**config.mk**
```make
export PLATFORM = sky130hd
export DESIGN_NAME = i2c_master
export DESIGN_NICKNAME = d
export VERILOG_FILES = /design/src/rtl/i2c_master_pkg.sv /design/src/rtl/i2c_master.sv
export SDC_FILE = /design/constraint.sdc
export NUM_CORES = 1
export LEC_CHECK = 0
export ABC_AREA = 1
export BUFFER_PORTS_ARGS = -buffer_cell sky130_fd_sc_hd__buf_2
export CAP_MARGIN = 10
export CELL_PAD_IN_SITES_DETAIL_PLACEMENT = 2
export CELL_PAD_IN_SITES_GLOBAL_PLACEMENT = 2
export CORE_MARGIN = 2
export CORE_UTILIZATION = 30
export DETAILED_ROUTE_END_ITERATION = 8
export PLACE_DENSITY = 0.76
export SLEW_MARGIN = 40
export SYNTH_ARGS = -nofsm -noshare
export SYNTH_HDL_FRONTEND = slang
export SYNTH_SLANG_ARGS = --single-unit
```
**constraint.sdc**
```tcl
create_clock -name clk -period 2.4 [get_ports clk]
set_input_delay 0.12 -clock clk [delete_from_list [all_inputs] [get_ports clk]]
set_output_delay 0.12 -clock clk [all_outputs]
set_load 0.02 [all_outputs]
```
**src/rtl/i2c_master_pkg.sv**
```systemverilog
// Shared definitions for the I2C byte master: command encodings and FSM states.
package i2c_master_pkg;

    // Command bits, OR-combinable into one 4-bit command word.
    localparam logic [3:0] CMD_START = 4'b0001;
    localparam logic [3:0] CMD_WRITE = 4'b0010;
    localparam logic [3:0] CMD_READ  = 4'b0100;
    localparam logic [3:0] CMD_STOP  = 4'b1000;

    typedef enum logic [2:0] {
        IDLE,
        START,
        WRITE,
        RACK,
        READ,
        SACK,
        STOP,
        DONE
    } state_t;

    // True for the states that occupy whole bit periods on the bus.
    function automatic logic is_bit_state(input state_t s);
        return !(s == IDLE || s == DONE);
    endfunction

endpackage

```
**src/rtl/i2c_master.sv**
```systemverilog
// I2C byte master: executes one START/WRITE/READ/STOP command word per req,
// producing scl and an SDA drive/enable pair. Pad tristate is built above.
module i2c_master
    import i2c_master_pkg::*;
#(
    parameter int SYS_FREQ = 50_000_000,
    parameter int I2C_RATE = 200_000
) (
    input  logic       clk,
    input  logic       rst_n,
    input  logic       req,
    input  logic [3:0] cmd,
    input  logic [7:0] data,
    output logic [7:0] rd_dout,
    output logic       rw_done,
    output logic       wr_fail,
    output logic       scl,
    input  logic       sda_in,
    output logic       sda_out,
    output logic       sda_oe
);

    localparam int P     = SYS_FREQ / I2C_RATE;
    localparam int CNT_W = $clog2(P);

    localparam logic [CNT_W-1:0] C_LAST = CNT_W'(P - 1);
    localparam logic [CNT_W-1:0] C_Q1   = CNT_W'(P / 4);
    localparam logic [CNT_W-1:0] C_HALF = CNT_W'(P / 2);
    localparam logic [CNT_W-1:0] C_Q3   = CNT_W'((3 * P) / 4);

    state_t           r_state;
    state_t           w_state_nxt;
    logic [CNT_W-1:0] r_cnt;
    logic [CNT_W-1:0] w_cnt_nxt;
    logic             w_bit_end;
    logic [2:0]       r_bit;
    logic [3:0]       r_cmd;
    logic [7:0]       r_shift;
    logic             r_fail;
    logic             r_scl;
    logic             r_sda_out;
    logic             r_sda_oe;
    logic             r_done;
    logic             r_wr_fail;
    logic [7:0]       r_rd_dout;
    logic             w_accept;

    assign w_accept = (r_state == IDLE) && req;

    // State register.
    always_ff @(posedge clk or negedge rst_n) begin
        if (!rst_n) begin
            r_state <= IDLE;
        end else begin
            r_state <= w_state_nxt;
        end
    end

    // Next-state sequencing and the next bit-counter value.
    always_comb begin
        w_state_nxt = r_state;
        w_bit_end   = (r_cnt == C_LAST);
        case (r_state)
            IDLE: begin
                if (req) begin
                    if ((cmd & CMD_START) != 4'd0)      w_state_nxt = START;
                    else if ((cmd & CMD_WRITE) != 4'd0) w_state_nxt = WRITE;
                    else if ((cmd & CMD_READ) != 4'd0)  w_state_nxt = READ;
                    else if ((cmd & CMD_STOP) != 4'd0)  w_state_nxt = STOP;
                    else                                w_state_nxt = DONE;
                end
            end
            START: begin
                if (w_bit_end) begin
                    if ((r_cmd & CMD_WRITE) != 4'd0)     w_state_nxt = WRITE;
                    else if ((r_cmd & CMD_READ) != 4'd0) w_state_nxt = READ;
                    else if ((r_cmd & CMD_STOP) != 4'd0) w_state_nxt = STOP;
                    else                                 w_state_nxt = DONE;
                end
            end
            WRITE: begin
                if (w_bit_end && r_bit == 3'd7) w_state_nxt = RACK;
            end
            READ: begin
                if (w_bit_end && r_bit == 3'd7) w_state_nxt = SACK;
            end
            RACK, SACK: begin
                if (w_bit_end) begin
                    w_state_nxt = ((r_cmd & CMD_STOP) != 4'd0) ? STOP : DONE;
                end
            end
            STOP: begin
                if (w_bit_end) w_state_nxt = DONE;
            end
            DONE: begin
                w_state_nxt = IDLE;
            end
            default: begin
                w_state_nxt = IDLE;
            end
        endcase
        w_cnt_nxt = (is_bit_state(r_state) && !w_bit_end) ? r_cnt + CNT_W'(1) : '0;
    end

    // Bit-period counter and data-bit index.
    always_ff @(posedge clk or negedge rst_n) begin
        if (!rst_n) begin
            r_cnt <= '0;
            r_bit <= 3'd0;
        end else begin
            r_cnt <= w_cnt_nxt;
            if (w_accept) begin
                r_bit <= 3'd0;
            end else if ((r_state == WRITE || r_state == READ) && w_bit_end) begin
                r_bit <= r_bit + 3'd1;
            end
        end
    end

    // Command latch, shift register (TX shifts out at bit end, RX shifts in
    // at the 3/4 sample point), ACK-fail flag and received byte.
    always_ff @(posedge clk or negedge rst_n) begin
        if (!rst_n) begin
            r_cmd     <= 4'd0;
            r_shift   <= 8'd0;
            r_fail    <= 1'b0;
            r_rd_dout <= 8'd0;
        end else begin
            if (w_accept) begin
                r_cmd   <= cmd;
                r_shift <= data;
                r_fail  <= 1'b0;
            end else if (r_state == WRITE && w_bit_end) begin
                r_shift <= {r_shift[6:0], 1'b0};
            end else if (r_state == READ && r_cnt == C_Q3) begin
                r_shift <= {r_shift[6:0], sda_in};
            end
            if (r_state == RACK && r_cnt == C_Q3 && sda_in) begin
                r_fail <= 1'b1;
            end
            // A READ is executed only when WRITE was not also requested.
            if (w_state_nxt == DONE && r_state != IDLE &&
                (r_cmd & CMD_READ) != 4'd0 && (r_cmd & CMD_WRITE) == 4'd0) begin
                r_rd_dout <= r_shift;
            end
        end
    end

    // Registered bus and handshake outputs, computed from the next state and
    // count so each output lines up with the cycle that state/count is current.
    // SDA is held in IDLE/DONE so no spurious START/STOP appears while scl is high.
    always_ff @(posedge clk or negedge rst_n) begin
        if (!rst_n) begin
            r_scl     <= 1'b1;
            r_sda_out <= 1'b1;
            r_sda_oe  <= 1'b0;
            r_done    <= 1'b0;
            r_wr_fail <= 1'b0;
        end else begin
            r_scl     <= is_bit_state(w_state_nxt) ? (w_cnt_nxt >= C_HALF) : 1'b1;
            r_done    <= (w_state_nxt == DONE);
            r_wr_fail <= (w_state_nxt == DONE) && r_fail && (r_state != IDLE);
            if (w_cnt_nxt == C_Q1) begin
                case (w_state_nxt)
                    START: begin r_sda_oe <= 1'b1; r_sda_out <= 1'b1;       end
                    STOP:  begin r_sda_oe <= 1'b1; r_sda_out <= 1'b0;       end
                    WRITE: begin r_sda_oe <= 1'b1; r_sda_out <= r_shift[7]; end
                    RACK:  begin r_sda_oe <= 1'b0; r_sda_out <= 1'b1;       end
                    READ:  begin r_sda_oe <= 1'b0; r_sda_out <= 1'b1;       end
                    SACK: begin
                        r_sda_oe  <= 1'b1;
                        r_sda_out <= ((r_cmd & CMD_STOP) != 4'd0);
                    end
                    default: begin end
                endcase
            end else if (w_cnt_nxt == C_Q3) begin
                if (w_state_nxt == START) r_sda_out <= 1'b0;
                if (w_state_nxt == STOP)  r_sda_out <= 1'b1;
            end
        end
    end

    assign scl     = r_scl;
    assign sda_out = r_sda_out;
    assign sda_oe  = r_sda_oe;
    assign rw_done = r_done;
    assign wr_fail = r_wr_fail;
    assign rd_dout = r_rd_dout;

endmodule

```
==> metrics <==
outcome completed; largest area contributor in the netlist dfrtp_1; PD cells 1150 mW/mm²; syn_area_per_cell 7.70 µm²; dpl hpwl 5170 µm; number of DRC markers in iteration 0 45; Mapped Nets 328; Residual DRC 0; CTS H-tree lvls 2; Root Driver clkbuf_8; area growth from synthesis to layout 20.3%; IO buf count 28; minimum clock period 2160 ps; Fmax 462 MHz; design area 0.00282 mm²; crit start category register; total power 3.23 mW; vias in the first global route 2350; Worst Clk Skew 6.60 ps; global placement routability congestion 0.838; switching power total 1.52 mW; Hold Fails Final Rpt 0; maximum clock path buffer count 2; Ports 29; #FFs+latches synth 39; slowest stage cell, crit path dfrtp_1; crit-path leading delay family simple AND/OR/NAND/NOR gates; cells after synthesis 304; clock sink total 39; fin nets 370; ranking of synthesized cells by area dfrtp_1 40%, nand2_1 12%, inv_1 7.7%; initial antenna violation count 0; CP peak stage delay 390 ps; Die Area 0.00852 mm²; Slew Limit Fails 0; clock-pin slew on the worst setup and hold paths 90 ps; synth unique cells 32; Die Y 92.3 µm; antenna-violating nets left 0; setup violators final 0; post-synth top area share 0.396; critical path fanouts, max 8; first drt pass iteration count 4; Routed WL 6720 µm; fin crit share 0.902; Worst Path Required 2590 ps; Worst-Skew Late Latency 300 ps; Seq/Total Area, Yosys 0.418; max-cap viol count 0; clock power share 0.179; RSZ-0062 raised after global routing no; Area after DPL 0.00265 mm²; routed via count 2176; slew margin rel. 0.634; Initial Util 0.306; worst path bufs/invs 5; crit-path most repeated cell nand2_1; die extent in x 92.3 µm; Hold Crit Class in -> reg; final worst slack 235 ps; Int Pwr 1.72 mW; total global routing overflow 0; reg2reg setup slack 240 ps; Worst Setup End Kind register; antenna cells 0; share of cells above drive strength 1 0.242; Leak Pwr 1.48 nW; Logic pwr share 0.510; vias per cell 4.85; peak supply drop 455 µV; largest net degree at the start of global routing 40; WP data arrival 2360 ps; cell area after synthesis 0.00234 mm²; CTS tree built; setup_tns 0 ps; Num CTS Buffers 5; first-pass GRT wire length 11600 µm; crit-path cells inv_1 -> ha_1 -> inv_1 -> nor2_4 -> nand2_4 -> nand2_1 -> nand2_1 -> nand2_1 -> inv_1 -> nand2_1 -> nor2_2 -> inv_1 -> ha_2 -> nand2_4 -> clkinv_2 -> nand3_4 -> nand2_1 -> o21ai_2; Core Area 0.00765 mm²; total track usage 0.173; Setup WS pre-CTS -38.9 ps; switching share of power 0.468; Worst Tran Pin Value 548 ps; sequential power share 0.311; warnings from Yosys 0; Crit Path Class reg -> reg; Core Rows 32; Routed WL per cell 15.0 µm
[cells in the mapped netlist]
library cell and n:
nor2_1 27, nand3_4 2, o21ai_1 3, nand4_1 8
and3_1 1, nand3_1 20, a221oi_1 1, buf_6 1
a21oi_1 4, a21boi_1 1, dfstp_2 2, nand2_4 3
nor2_2 4, nand3_2 1, o211ai_1 9, a31oi_1 1
clkinv_2 1, nor3_1 3, nor2_4 3, ha_1 8
dfrtp_1 37, o2111ai_1 1, clkbuf_1 2, nand3b_1 3
nand2_2 4, clkinv_1 1, inv_2 4, nand2_1 74
inv_1 48, o21ai_0 17, o21ai_2 9, buf_2 1
[worst paths after layout]
kind,from,end,depth (start not counted)
worst min register to register,rd_dout[6],rd_dout[6],2
max in group asynchronous,rst_n,scl,2
worst max register to register,r_cnt[1],rd_dout[4],18
worst min-delay path,cmd[2],r_cmd[2],3
worst max-delay path,r_cnt[1],rd_dout[4],18
min in group asynchronous,rst_n,r_cmd[3],2
[flip-flops by register name (all words and copies together) (netlist names)]
name,count
r_bit,3
wr_fail,1
r_cnt,8
r_shift,8
sda_out,1
rd_dout,8
scl,1
r_state,3
r_fail,1
rw_done,1
sda_oe,1
r_cmd,3
[stage by stage]
| stage | util | hold WS [ps] | instances |
|---|---|---|---|
| after detailed placement | 0.346 | 138 | 438 |
| final | 0.368 | 42.4 | 449 |
| after CTS | 0.365 | 40.8 | 448 |
| after floorplan | - | -176 | 304 |
| after global routing | 0.368 | 71.8 | 449 |
| after global placement | 0.346 | 307 | 438 |
[per-layer routing]
metal	wire length (µm)	GRT usage	vias up
li1	-	-	1064
met1	3090	0.217	1083
met2	3410	0.310	23
met3	140	0.0277	6
met4	74	0.0448	0
met5	0	0	-
[logic make-up (layout without fill, tap and decap cells)]
logic type,count (synthesis),count (layout),synth area share
buf+inv,58,100,0.0973
compound gates,46,46,0.127
simple gates,153,154,0.314
fa+ha+maj,8,8,0.0428
flops,39,39,0.418
[cell type report]
| cell class | count | area [µm²] |
|---|---|---|
| sequential | 39 | 978 |
| fill | 910 | 4830 |
| tap | 102 | 128 |
| clock inverter | 3 | 46.3 |
| timing repair buffer | 38 | 220 |
| multi-input combinational | 208 | 1170 |
| clock buffer | 5 | 68.8 |
| inverter | 54 | 204 |
[tightest hold or removal path: stages]
cell and delay, ps:
buf_2 90, nand2_1 50, o21ai_0 50
[power groups by stage]
stage / registers [mW] / logic, mW / clock network [mW]
finish: 1.01 / 1.65 / 0.580
detailed placement: 1.03 / 1.60 / 0
global route: 1.03 / 1.90 / 0.616
floorplan: 1.09 / 1.01 / 0
global placement: 1.01 / 1.54 / 0
CTS: 1.01 / 1.64 / 0.596
[placed cells by master, fill, tap and decap left out, drive strengths merged, types with 2 or more instances in the layout]
| cell type | n |
|---|---|
| nand4 | 8 |
| nand2 | 81 |
| nand3 | 24 |
| inv | 53 |
| dfstp | 2 |
| nand3b | 3 |
| ha | 8 |
| a21oi | 4 |
| nor2 | 34 |
| clkbuf | 5 |
| dfrtp | 37 |
| clkinv | 2 |
| nor3 | 3 |
| buf | 37 |
| o211ai | 9 |
| o21ai | 29 |
[what timing repair did]
item | CTS | global route
gates resized for setup | 1 | 9
setup endpoints to repair | 7 | 10
pin swaps | 0 | 1
hold buffers | 1 | 0
cloned | 1 | 0
endpoints found under the hold margin | 37 | 0
setup buffers | 0 | 1
No activity file was read; power rests on OpenSTA's default activity.
